**config.mk**
```make
export PLATFORM = sky130hd
export DESIGN_NAME = cnn_layer_sequencer
export DESIGN_NICKNAME = d
export VERILOG_FILES = /design/src/rtl/cnn_seq_pkg.sv /design/src/rtl/cnn_seq_watchdog.sv /design/src/rtl/cnn_layer_sequencer.sv
export SDC_FILE = /design/constraint.sdc
export NUM_CORES = 1
export LEC_CHECK = 0
export CORE_MARGIN = 1
export CORE_UTILIZATION = 53
export CTS_CLUSTER_SIZE = 24
export DETAILED_ROUTE_END_ITERATION = 10
export PLACE_DENSITY = 0.84
export SYNTH_ARGS = -nofsm -noshare
export SYNTH_HDL_FRONTEND = slang
export SYNTH_SLANG_ARGS = --single-unit
export TNS_END_PERCENT = 30
```
**constraint.sdc**
```tcl
create_clock -name clk -period 6 [get_ports clk]
set_input_delay 1.2 -clock clk [delete_from_list [all_inputs] [get_ports clk]]
set_output_delay 1.2 -clock clk [all_outputs]
set_load 0.005 [all_outputs]
```
**src/rtl/cnn_seq_pkg.sv**
```systemverilog
// Shared state codes, stage codes and mask helpers for the CNN layer sequencer.
package cnn_seq_pkg;

  localparam logic [2:0] ST_IDLE   = 3'd0;
  localparam logic [2:0] ST_CONV   = 3'd1;
  localparam logic [2:0] ST_POOL   = 3'd2;
  localparam logic [2:0] ST_FC     = 3'd3;
  localparam logic [2:0] ST_FINISH = 3'd4;

  localparam logic [1:0] STG_IDLE = 2'd0;
  localparam logic [1:0] STG_CONV = 2'd1;
  localparam logic [1:0] STG_POOL = 2'd2;
  localparam logic [1:0] STG_FC   = 2'd3;

  localparam int MASK_CONV = 0;
  localparam int MASK_POOL = 1;
  localparam int MASK_FC   = 2;

  // Stages still eligible once the named stage has completed.
  localparam logic [2:0] AFTER_CONV = 3'b110;
  localparam logic [2:0] AFTER_POOL = 3'b100;

  function automatic logic [2:0] next_enabled(input logic [2:0] mask);
    logic [2:0] st;
    if (mask[MASK_CONV])      st = ST_CONV;
    else if (mask[MASK_POOL]) st = ST_POOL;
    else if (mask[MASK_FC])   st = ST_FC;
    else                      st = ST_FINISH;
    return st;
  endfunction

  function automatic logic [1:0] stage_code(input logic [2:0] st);
    logic [1:0] code;
    case (st)
      ST_CONV: code = STG_CONV;
      ST_POOL: code = STG_POOL;
      ST_FC:   code = STG_FC;
      default: code = STG_IDLE;
    endcase
    return code;
  endfunction

  function automatic logic is_stage(input logic [2:0] st);
    return (st == ST_CONV) || (st == ST_POOL) || (st == ST_FC);
  endfunction

endpackage

```
**src/rtl/cnn_seq_watchdog.sv**
```systemverilog
// Per-stage watchdog: loadable down-counter, armed on load, disarmed on clear.
module cnn_seq_watchdog #(
  parameter int TIMEOUT_CYCLES = 4096
) (
  input  logic clk,
  input  logic rst_n,
  input  logic load,
  input  logic clear,
  output logic expired
);

  localparam int CW = $clog2(TIMEOUT_CYCLES + 1);

  logic [CW-1:0] cnt;
  logic          armed;

  // Loaded with TIMEOUT-1 so expiry lands on the TIMEOUT-th cycle of the stage.
  always_ff @(posedge clk or negedge rst_n) begin
    if (!rst_n) begin
      cnt   <= '0;
      armed <= 1'b0;
    end else if (clear) begin
      cnt   <= '0;
      armed <= 1'b0;
    end else if (load) begin
      cnt   <= CW'(TIMEOUT_CYCLES - 1);
      armed <= 1'b1;
    end else if (armed && cnt != '0) begin
      cnt <= cnt - 1'b1;
    end
  end

  assign expired = armed && (cnt == '0);

endmodule

```
**src/rtl/cnn_layer_sequencer.sv**
```systemverilog
// Runs one inference job through conv -> pool -> fc engines in order.
// Optional per-stage watchdog enabled by defining CNN_SEQ_WATCHDOG_EN.
module cnn_layer_sequencer
  import cnn_seq_pkg::*;
#(
  parameter int TIMEOUT_CYCLES = 4096,
  parameter int CNT_WIDTH      = 16
) (
  input  logic                 clk,
  input  logic                 rst_n,
  input  logic                 start,
  input  logic                 abort,
  input  logic [2:0]           layer_mask,
  output logic                 conv_valid_in,
  input  logic                 conv_valid_out,
  output logic                 pool_valid_in,
  input  logic                 pool_valid_out,
  output logic                 en,
  input  logic                 valid,
  output logic                 busy,
  output logic                 done,
  output logic                 error,
  output logic [1:0]           stage,
  output logic [CNT_WIDTH-1:0] cycle_count
);

  // Handshake: each launch output is a one-cycle pulse in the first cycle of
  // its stage (en is a level for the FC stage); a completion strobe counts only
  // when its engine is active and it is not the launch cycle itself.

  logic [2:0] state, state_nxt;
  logic [2:0] mask_q, mask_nxt;
  logic       entry_q;
  logic       accept;
  logic       timeout;
  logic       wd_expired;

  always_comb begin
    state_nxt = state;
    mask_nxt  = mask_q;
    accept    = 1'b0;
    timeout   = 1'b0;
    if (abort) begin
      state_nxt = ST_IDLE;
    end else begin
      case (state)
        ST_IDLE: if (start) begin
          accept    = 1'b1;
          mask_nxt  = layer_mask;
          state_nxt = next_enabled(layer_mask);
        end
        ST_CONV: begin
          if (conv_valid_out && !entry_q) state_nxt = next_enabled(mask_q & AFTER_CONV);
          else if (wd_expired) begin timeout = 1'b1; state_nxt = ST_FINISH; end
        end
        ST_POOL: begin
          if (pool_valid_out && !entry_q) state_nxt = next_enabled(mask_q & AFTER_POOL);
          else if (wd_expired) begin timeout = 1'b1; state_nxt = ST_FINISH; end
        end
        ST_FC: begin
          if (valid && !entry_q) state_nxt = ST_FINISH;
          else if (wd_expired) begin timeout = 1'b1; state_nxt = ST_FINISH; end
        end
        default: state_nxt = ST_IDLE;
      endcase
    end
  end

  // Outputs are registered from the next state so they line up with it.
  always_ff @(posedge clk or negedge rst_n) begin
    if (!rst_n) begin
      state         <= ST_IDLE;
      mask_q        <= '0;
      entry_q       <= 1'b0;
      conv_valid_in <= 1'b0;
      pool_valid_in <= 1'b0;
      en            <= 1'b0;
      busy          <= 1'b0;
      done          <= 1'b0;
      stage         <= STG_IDLE;
      cycle_count   <= '0;
    end else begin
      state         <= state_nxt;
      mask_q        <= mask_nxt;
      entry_q       <= (state_nxt != state);
      conv_valid_in <= (state_nxt == ST_CONV) && (state != ST_CONV);
      pool_valid_in <= (state_nxt == ST_POOL) && (state != ST_POOL);
      en            <= (state_nxt == ST_FC);
      busy          <= is_stage(state_nxt);
      done          <= (state_nxt == ST_FINISH);
      stage         <= stage_code(state_nxt);
      if (accept)
        cycle_count <= '0;
      else if (busy && cycle_count != '1)
        cycle_count <= cycle_count + 1'b1;
    end
  end

`ifdef CNN_SEQ_WATCHDOG_EN
  logic error_q;

  cnn_seq_watchdog #(
    .TIMEOUT_CYCLES(TIMEOUT_CYCLES)
  ) u_watchdog (
    .clk    (clk),
    .rst_n  (rst_n),
    .load   (is_stage(state_nxt) && (state_nxt != state)),
    .clear  (!is_stage(state_nxt)),
    .expired(wd_expired)
  );

  always_ff @(posedge clk or negedge rst_n) begin
    if (!rst_n)       error_q <= 1'b0;
    else if (accept)  error_q <= 1'b0;
    else if (timeout) error_q <= 1'b1;
  end

  assign error = error_q;
`else
  assign wd_expired = 1'b0;
  assign error      = 1'b0;
`endif

endmodule
```
=== Word-level counts from Yosys, hierarchy flattened ===
Index checks and enable logic that the tools add are counted.

* Add/sub/neg operators: 1
* Multipliers: 0
* Divide/modulo/power cells: 0
* $lt $le $gt $ge: 0
* Equality and inequality tests: 11
* Shift operators: 0
* Muxes and demuxes: 17
* Bitwise operators: 1
* Reduce and logical (&&, ||, !) cells: 12

{| class="wikitable"
|+ Operators with widths
! kind !! number
|-
| $mux W16 || 2
|-
| $mux W3 || 10
|-
| $add A16 B1 Y16 const B || 1
|-
| $ne A16 B16 Y1 const B || 1
|-
| $eq A3 B2 Y1 const B || 4
|-
| $pmux W3 S4 || 1
|-
| $eq A3 B1 Y1 const B || 2
|-
| $logic_and A1 B1 Y1 || 6
|-
| $pmux W2 S3 || 1
|-
| $eq A3 B3 Y1 const B || 1
|-
| $logic_not A3 Y1 || 1
|-
| $mux W1 || 3
|-
| $ne A3 B1 Y1 const B || 1
|-
| $ne A3 B2 Y1 const B || 1
|-
| $ne A3 B3 Y1 || 1
|-
| $reduce_and A3 Y1 || 1
|-
| $logic_or A1 B1 Y1 || 2
|-
| $reduce_bool A2 Y1 || 1
|-
| $logic_not A1 Y1 || 1
|-
| $not A1 Y1 || 1
|}

* Bits in registers: 30
* Bits in latches: 0
* Bits in writable memories: 0
* Memory bits (read-only): 0
* Bits of input ports: 10
* Logic and storage cells: 52
* Memories kept: 0

=== Depth between registers and ports, before layout ===
Gate-level depths: netlist of run 1.

* Depth after elaboration: 9
* Mapped depth: 8

=== Worst setup path after synthesis of run 1 ===
Ideal clock, no wire load.

* Path type: input to register
* Start: input port start
* End: register entry_q
* Arrival time: 2.589 ns
* Setup slack: 3.272 ns
* Stages on the path: 7
* Buffers on the path: 0
* Cell sequence: or4b_4 -> o21bai_1 -> nand4_2 -> nand2_2 -> inv_2 -> xor2_1 -> or4_1

* Longest elaborated chain between the ends: 4

{| class="wikitable"
|+ RTL lines
! item !! line !! source
|-
| from (decl) || cnn_layer_sequencer.sv:11 || <nowiki>input logic start,</nowiki>
|-
| $mux W3 || cnn_layer_sequencer.sv:47 || <nowiki>ST_IDLE: if (start) begin</nowiki>
|-
| $pmux W3 S4 || cnn_layer_sequencer.sv:46 || <nowiki>case (state)</nowiki>
|-
| $mux W3 || cnn_layer_sequencer.sv:43 || <nowiki>if (abort) begin</nowiki>
|-
| via state_nxt[0] || cnn_layer_sequencer.sv:31 || <nowiki>logic [2:0] state, state_nxt;</nowiki>
|-
| $ne A3 B3 Y1 || cnn_layer_sequencer.sv:85 || <nowiki>entry_q <= (state_nxt != state);</nowiki>
|-
| to (signal assigned) || cnn_layer_sequencer.sv:85 ||
|-
| to (decl) || cnn_layer_sequencer.sv:33 || <nowiki>logic entry_q;</nowiki>
|}

The timed path passes the listed nets, and every way through them passes these cells.
A chain may end at the register's enable or synchronous reset.

=== Final worst setup path of run 1 ===
Same ends and word-level chain as after synthesis.

==> results.md, run 1 <==
- Global routing finished with a remaining overflow of 0.
- The critical setup path kind is in2reg.
- The wire length of the first global-routing pass is 5.40 mm.
- Yosys mapped a number of flops with a built-in enable equal to 0.
- The maximum vdd drop is 0.000245 V.
- The number of setup violations in the final report is 0.
- The clock-pin slew on the worst setup and hold paths is 0.09 ns.
- Row generation in the floorplan step produced 18 rows.
- The kind of launch point of the worst setup path is a primary input.
- Across the routed clock network, the largest skew measured is 0.0112 ns.
- The hold buffer count at CTS is 0.
- The number of DRC markers after the initial detailed-route iteration is 45.
- After clock tree synthesis, the setup repair step added 0 buffers.
- Leaving out fill and tap cells, the most frequent cell in the layout is clkdlybuf4s50_1.
- At the end of the flow, the number of nets in the layout was 194.
- The tightest min-delay check is of the reg2reg type.
- The remaining antenna violation count is 0.
- Counting distinct cell types in the post-synthesis netlist gives 45.
- The ratio of final minimum period to clock period is around half.
- The highest attainable clock frequency is 339 MHz.
- The share of the synthesized area in the top cell type is between 40% and 50%.
- The maximum number of pins on one net before global-route repair is 30.
- The count of cells resized by post-cts repair is 0.
- At the worst endpoint, the arrival time is 3.15 ns.
- The worst slack at placement is 2.71 ns.
- The later pin in the worst-skew pair is clocked with a latency of about 0.33 ns.
- Subtracting the final worst setup slack from the clock period gives 2.95 ns.
- In the post-route analysis, the smallest setup slack over all paths is 3.05 ns.
- The post-detailed-routing wire length is 3.14 mm.
- The prevailing post-synth register cell is dfrtp_1.
- The run finished with clean final reports.
- In this run the worst path has a maximum fanout of 4.
- Port buffering added 32 buffers.
- In this run the mean area of a mapped cell was 10.2 um^2.
- After synthesis, the cell types taking the most area are dfrtp_1 (48%), xor2_1 (6.4%), nor2_1 (4.5%).
- TritonCTS built the clock tree.
- For the final routed database, the setup TNS stands at 0 ns.
- The half-perimeter wire length of the detailed placement result is 2.28 mm.
- Clock tree synthesis inserted a total of 5 buffers.
- The reg-to-reg critical path startpoint is state[2]$_DFF_PN0_.
- The horizontal die dimension is between 50 and 60 um.
- The DRC violation count after routing is 0.
- The deepest level of the CTS H-tree is 2.
- The analysis attributes to cell leakage a power of approximately 0.84 nW.
- Counting flops and latches in the post-synthesis netlist gives 29.
- The starting density of the core is 58.2%.
- The number of top-level design ports is 34.
- The maximum buffer depth of the clock tree is 2.
- The number of global-route vias before repair came to 1208.
- The number of diodes added for antenna fixing is 0.
- On the final layout, the worst hold slack is around 0.58 ns.
- The cell taking the most area after synthesis is dfrtp_1.
- The share of flip-flops with an asynchronous set or reset is 100%.
- The number of max-slew violations in the final report is 0.
- The tightest slew margin relative to the limit is 49.9%.
- The cell area that synthesis handed to floorplanning was 0.00151 mm^2.
- The data required time at the worst endpoint is 6.20 ns.
- The fraction of the yosys area taken by sequential cells is 48.2%.
- Global routing used 22.9% of the available tracks.
- The count of endpoints failing hold in the final timing report is 0.
- Counting every instance in the synthesized netlist gives 148.
- The endpoint kind of the worst setup timing path is a flop.
- For hold timing, the worst endpoint is cycle_count[2]$_DFFE_PN0P_.
- The detailed router placed 1265 vias in this run.
- The share of post-route cells with drive strength above 1 is 10.4%.
- The library cell used as clock root buffer is clkbuf_4.
- The initial antenna violation count is 0.
- In this run the most critical hold path is launched from cycle_count[2]$_DFFE_PN0P_.
- The routed wirelength normalized by instance count is 14.8 um.
- The die covers 0.00306 mm^2.
- Leaving out fill and tap cells, the most frequent cells in the layout are clkdlybuf4s50_1 (32), dfrtp_1 (29), nor2_1 (18), xor2_1 (11), nand2_1 (8).
- Power spread over the standard cell area amounts to 266 mW/mm^2.
- The number of nets in the synthesized netlist is 159.
- The layout-stage area growth over the synthesis result is 24.7%.
- During synthesis, Yosys emitted a total of 0 warnings.
- The worst reg2reg path depth is 7.
- The core box area is 0.00259 mm^2.
- The reg-to-reg endpoint is entry_q$_DFF_PN0_.
- Setup repair after global routing left no endpoint under its margin.
- The tool flagged a number of max-cap violations equal to 0.
- The count of TritonRoute iterations in the first routing pass is 4.
- The count of clock tree sinks is 29.
- The cell depth of the worst min-delay path is 2.
- The slew at the pin closest to its max-slew limit is 0.750 ns.
- The routability congestion estimate from global placement is between 0.8 and 0.9.
- From bottom edge to top edge, the die measures between 50 and 60 um.
- The overall power is 0.499 mW.
- The reg-to-reg setup timing slack is around 3.8 ns.
- The via-per-instance ratio is 5.97.
- The number of filler cells placed in the layout is 212.
metal layers:
layer	track usage, %	part of all wire (%)
met1	27.8	44
met5	0	0
met3	5.15	6.0
met4	13.6	2.6
met2	37.3	48
how the worst max path moves through the flow:
stage                     start               endpoint  slack (ns)  cells past startpoint
final                     start      entry_q$_DFF_PN0_        3.05                      8
after global placement    start  mask_q[1]$_DFFE_PN0P_        2.78                      4
after detailed placement  start      entry_q$_DFF_PN0_        2.71                      8
after global routing      start      entry_q$_DFF_PN0_        2.97                      8
after CTS                 start  mask_q[1]$_DFFE_PN0P_        3.07                      4
after floorplan           start      entry_q$_DFF_PN0_        3.27                      7
flip-flops by register name, summed over array words and instances (netlist names):
register / count
mask_q: 2
cycle_count: 16
busy: 1
entry_q: 1
en: 1
stage: 2
done: 1
pool_valid_in: 1
state: 3
conv_valid_in: 1
synthesized netlist by cell type, types with 3 or more instances:
cell type and number:
nor3_1 3, nand3_1 3, xor2_1 11, dfrtp_1 29
nand2_1 8, o2111ai_1 3, inv_1 4, a21oi_1 3
nor2b_1 3, nor2_1 18, and3_1 6, nor3b_1 3
and2_1 4, o21ai_0 5, o211ai_1 5
cell type report:
cell class | instances | area (um^2) | share of cell area (%)
sequential | 29 | 726 | 38.6
clock inverter | 1 | 5.00 | 0.266
inverter | 5 | 18.8 | 0.999
timing repair buffer | 33 | 328 | 17.5
clock buffer | 5 | 37.5 | 2.00
multi-input combinational | 109 | 726 | 38.6
tap | 30 | 37.5 | 2.00
power by group:
part	leakage [nW]	switching, mW	internal [mW]
registers	0.391	0.0336	0.224
logic	0.418	0.0612	0.0770
clock network	0.0269	0.0626	0.0405
total	0.836	0.157	0.342
critical path, cell delays in order:
cell and delay, ns:
clkdlybuf4s50_1 0.45, or4b_4 0.48, o21bai_1 0.19, nand4_2 0.12, nand2_2 0.09, inv_2 0.08, xor2_1 0.06, or4_1 0.48
kinds of logic after synthesis:
kind of cell    Yosys count  synth area share [%]
xor+xnor                 12                  6.98
mux                       4                  2.82
fa+ha+maj                 1                 0.830
simple gates             66                  25.1
compound gates           25                  12.2
flops                    29                  48.2
buf+inv                  10                  3.65
other cells               1                 0.249
per-stage QoR:
step	std cells	utilization, %	area, um^2
floorplan	148	-	1510
global placement	206	70.9	1840
detailed placement	206	70.9	1840
CTS	212	72.5	1880
global route	212	72.5	1880
finish	212	72.5	1880
No activity file was read; power rests on OpenSTA's default activity.
==> run 2, diff against run 1 <==
--- a/config.mk
+++ b/config.mk
@@ -6,10 +6,10 @@
 export NUM_CORES = 1
 export LEC_CHECK = 0
 export CORE_MARGIN = 1
-export CORE_UTILIZATION = 53
+export CORE_UTILIZATION = 49
 export CTS_CLUSTER_SIZE = 24
 export DETAILED_ROUTE_END_ITERATION = 10
-export PLACE_DENSITY = 0.84
+export PLACE_DENSITY = 0.78
 export SYNTH_ARGS = -nofsm -noshare
 export SYNTH_HDL_FRONTEND = slang
 export SYNTH_SLANG_ARGS = --single-unit
==> constraint.sdc (replaced) <==
create_clock -name clk -period 2.9 [get_ports clk]
set_input_delay 0.58 -clock clk [delete_from_list [all_inputs] [get_ports clk]]
set_output_delay 0.58 -clock clk [all_outputs]
set_load 0.005 [all_outputs]
==> run 2 against run 1 <==
The run now ends with DRC left. Core utilization down 5.8 points. Clock power is 110% higher. Design area rose by 0.47%. Worst setup slack lost 2.5 ns. Global-route usage fell by 0.83 points. Via count down 2.7%. Register-to-register slack worse by 3.1 ns. Hold slack got worse by 0.020 ns. Sequential power is 110% higher. Critical endpoint unchanged.
==> results.md, run 2 (same netlist as run 1, synthesis figures left out) <==
- The global routing met2 resource utilization is 37.4% (was 37.3%).
- The final cell count without fillers is 214 (was 212).
- The kind of launch point of the worst setup path is a primary input (unchanged).
- The routability congestion estimate from global placement is 0.843 (was 0.869).
- The largest register by flop count is cycle_count (unchanged).
- The source-to-sink clock delay at the later pin of the worst-skew pair came to 0.33 ns (about the same).
- The horizontal die dimension is 57.4 um (was 55.3 um).
- The count of clock tree sinks came to 29 (unchanged).
- The global-route track usage on met1 came to 26.0% (was 27.8%).
- The count of standard-cell rows came to 19 (was 18).
- The number of DRC markers after the initial detailed-route iteration was 31 (was 45).
- The via-per-instance ratio came to 5.75 (was 5.97).
- The cell at the slowest stage of the critical path is or4b_4 (unchanged).
- The count of endpoints failing hold in the final timing report was 0 (unchanged).
- The post-layout utilization of the core is 66.7% (was 72.5%).
- For this run, the top clock speed supported by timing is 430 MHz.
- The maximum number of pins on one net before global-route repair is 30 (unchanged).
- The half-perimeter wire length of the detailed placement result is 2.32 mm (was 2.28 mm).
- The fraction of power consumed by the clock network is 20.9% (was 20.6%).
- The endpoint kind of the worst setup timing path is a flop (unchanged).
- The worst slack at placement came to 0.214 ns (was 2.71 ns).
- The most common cell after layout, fill and taps aside is clkdlybuf4s50_1 (unchanged).
- The number of max-cap violations is 0 (unchanged).
- The vertical die dimension was 57.4 um (was 55.3 um).
- The path class of the lowest-slack min-delay path is reg2reg (unchanged).
- The area of the die came to 0.00330 mm^2 (was 0.00306 mm^2).
- The net switching power is 0.327 mW (was 0.157 mW).
- The library cell used as clock root buffer is clkbuf_4 (unchanged).
- The number of CTS-inserted buffers came to 5 (unchanged).
- Highest-count cells in the layout ignoring fill and taps: clkdlybuf4s50_1 (32), dfrtp_1 (29), nor2_1 (18), xor2_1 (11), nand2_1 (8) (unchanged).
- Crit-path cells: clkdlybuf4s50_1 > or4b_4 > o21bai_1 > nand4_2 > nand2_2 > inv_2 > xor2_1 > or4_1 (unchanged).
- The signal arrival time at the worst endpoint is 2.53 ns (was 3.15 ns).
- The wire length of the first global-routing pass is 5.38 mm (was 5.40 mm).
- After layout, the worst path uses around four fifths of the clock period.
- The switching power as a share of total power is 31.6% (was 31.5%).
- The number of setup violations in the final report is 0 (unchanged).
- Leading registers by flop count: cycle_count x16, state x3 (unchanged).
- The global-route layer with the greatest usage is met2 (unchanged).
- Status: finished with violations (was completed).
- The portion of total power attributed to sequential cells is 51.7% (about the same).
- The hold buffer count at CTS is 0 (unchanged).
- The number of flip-flops under the largest register name is 16 (unchanged).
- The final net count is 195 (was 194).
- The maximum vdd drop is 0.000360 V (was 0.000245 V).
- The shortest period the worst path allows is between 2 and 2.5 ns.
- The final reports fail on DRC.
- The routed via count is 1231 (was 1265).
- The worst-path maximum fanout came to 4 (unchanged).
- The met3 routing resource usage after global routing came to 5.22% (was 5.15%).
- The number of diodes added for antenna fixing is 0 (unchanged).
- The total negative slack is 0 ns (unchanged).
- The final worst slack is 0.576 ns (was 3.05 ns).
- The count of TritonRoute iterations in the first routing pass was 7 (was 4).
- The cell leakage power is 0.841 nW (was 0.836 nW).
- The internal power of the cells was 0.708 mW (was 0.342 mW).
- The number of max-slew violations in the final report is 0 (unchanged).
- Unrepaired setup endpoints after global routing: no (unchanged).
- The deepest level of the CTS H-tree is 2 (unchanged).
- The routed wirelength normalized by instance count is 14.8 um (about the same).
- The critical setup path kind was in2reg (unchanged).
- The clock tree from TritonCTS is done (unchanged).
- The critical path's largest stage delay is 0.49 ns (was 0.48 ns).
- The final hold slack is 0.561 ns (was 0.582 ns).
- The share of post-route cells with drive strength above 1 came to 10.9% (was 10.4%).
- The number of global-route vias before repair was 1228 (was 1208).
- The global router's overall resource usage was 22.1% (was 22.9%).
- The post-detailed-routing wire length is 3.16 mm (was 3.14 mm).
- The clock-pin slew on the worst setup and hold paths was 0.09 ns (about the same).
- The quantity of I/O buffers inserted on ports is 32 (unchanged).
- The DRC violation count after routing is 4 (was 0).
- The maximum buffer depth of the clock tree came to 2 (unchanged).
- The data required time at the worst endpoint came to 3.11 ns (was 6.20 ns).
- The number of placed instances with taps included is 208 (was 206).
- The cell class contributing the biggest share of worst-path delay is simple AND/OR/NAND/NOR gates (unchanged).
- The remaining antenna violation count came to 0 (unchanged).
- The core box area is 0.00283 mm^2 (was 0.00259 mm^2).
- The starting density of the core is 53.3% (was 58.2%).
- The layout-stage area growth over the synthesis result was 25.2% (was 24.7%).
- The number of top-level design ports was 34 (unchanged).
- The initial antenna violation count is 0 (unchanged).
- The count of cells resized by post-cts repair is 0 (unchanged).
- The share of power burned in combinational logic came to 27.3% (was 27.7%).
- The total congestion overflow is 0 (unchanged).
- The power density of the placed cells is 549 mW/mm^2 (was 266 mW/mm^2).
- The buffer count from post-CTS setup fixing was 0 (unchanged).
- The worst path buffer plus inverter count came to 2 (unchanged).
- The clock tree skew after final layout is 0.0128 ns (was 0.0112 ns).
[run 2: cell types whose count changed in the layout (fill, tap and decap cells not counted)]
cell	previous run	this run
buf_4	1	2
[run 2: cell type report]
class / instances / area (um^2)
inverter: 5 / 18.8
clock buffer: 5 / 37.5
tap: 31 / 38.8
fill: 242 / 942
clock inverter: 1 / 5.00
sequential: 29 / 726
multi-input combinational: 109 / 726
timing repair buffer: 34 / 335
[run 2: stage by stage]
stage          power, mW  cell area [um^2]
2_1_floorplan      0.694              1510
3_3_place_gp       0.813              1840
3_5_place_dp       0.828              1840
4_1_cts             1.04              1890
5_1_grt             1.10              1890
6_report            1.04              1890
[run 2: final timing paths]
path	start	endpoint	slack, ns	depth (start not counted)
min	mask_q[1]$_DFFE_PN0P_	mask_q[1]$_DFFE_PN0P_	0.56	1
max in group asynchronous	rst_n	mask_q[1]$_DFFE_PN0P_	2.00	2
max reg2reg	state[2]$_DFF_PN0_	entry_q$_DFF_PN0_	0.69	7
min reg2reg	mask_q[1]$_DFFE_PN0P_	mask_q[1]$_DFFE_PN0P_	0.56	1
max	start	entry_q$_DFF_PN0_	0.58	8
min in group asynchronous	rst_n	cycle_count[12]$_DFFE_PN0P_	0.62	2
[run 2: power groups by stage]
stage          Clock [mW]  Sequential, mW  Combinational, mW
3_5_place_dp            0           0.542              0.286
2_1_floorplan           0           0.524              0.170
6_report            0.217           0.535              0.283
3_3_place_gp            0           0.536              0.277
4_1_cts             0.220           0.536              0.286
5_1_grt             0.236           0.547              0.314
[run 2: worst register-to-register path: stages, from the launching register on]
cell and delay, ns:
dfrtp_1 0.50, or4b_4 0.59, o21bai_1 0.19, nand4_2 0.12, nand2_2 0.10, inv_2 0.09
xor2_1 0.05, or4_1 0.46
[run 2: metal layers]
layer	wire length, um	up-vias
li1	-	591
met1	1300	596
met2	1620	36
met3	193	8
met4	44	0
met5	0	-
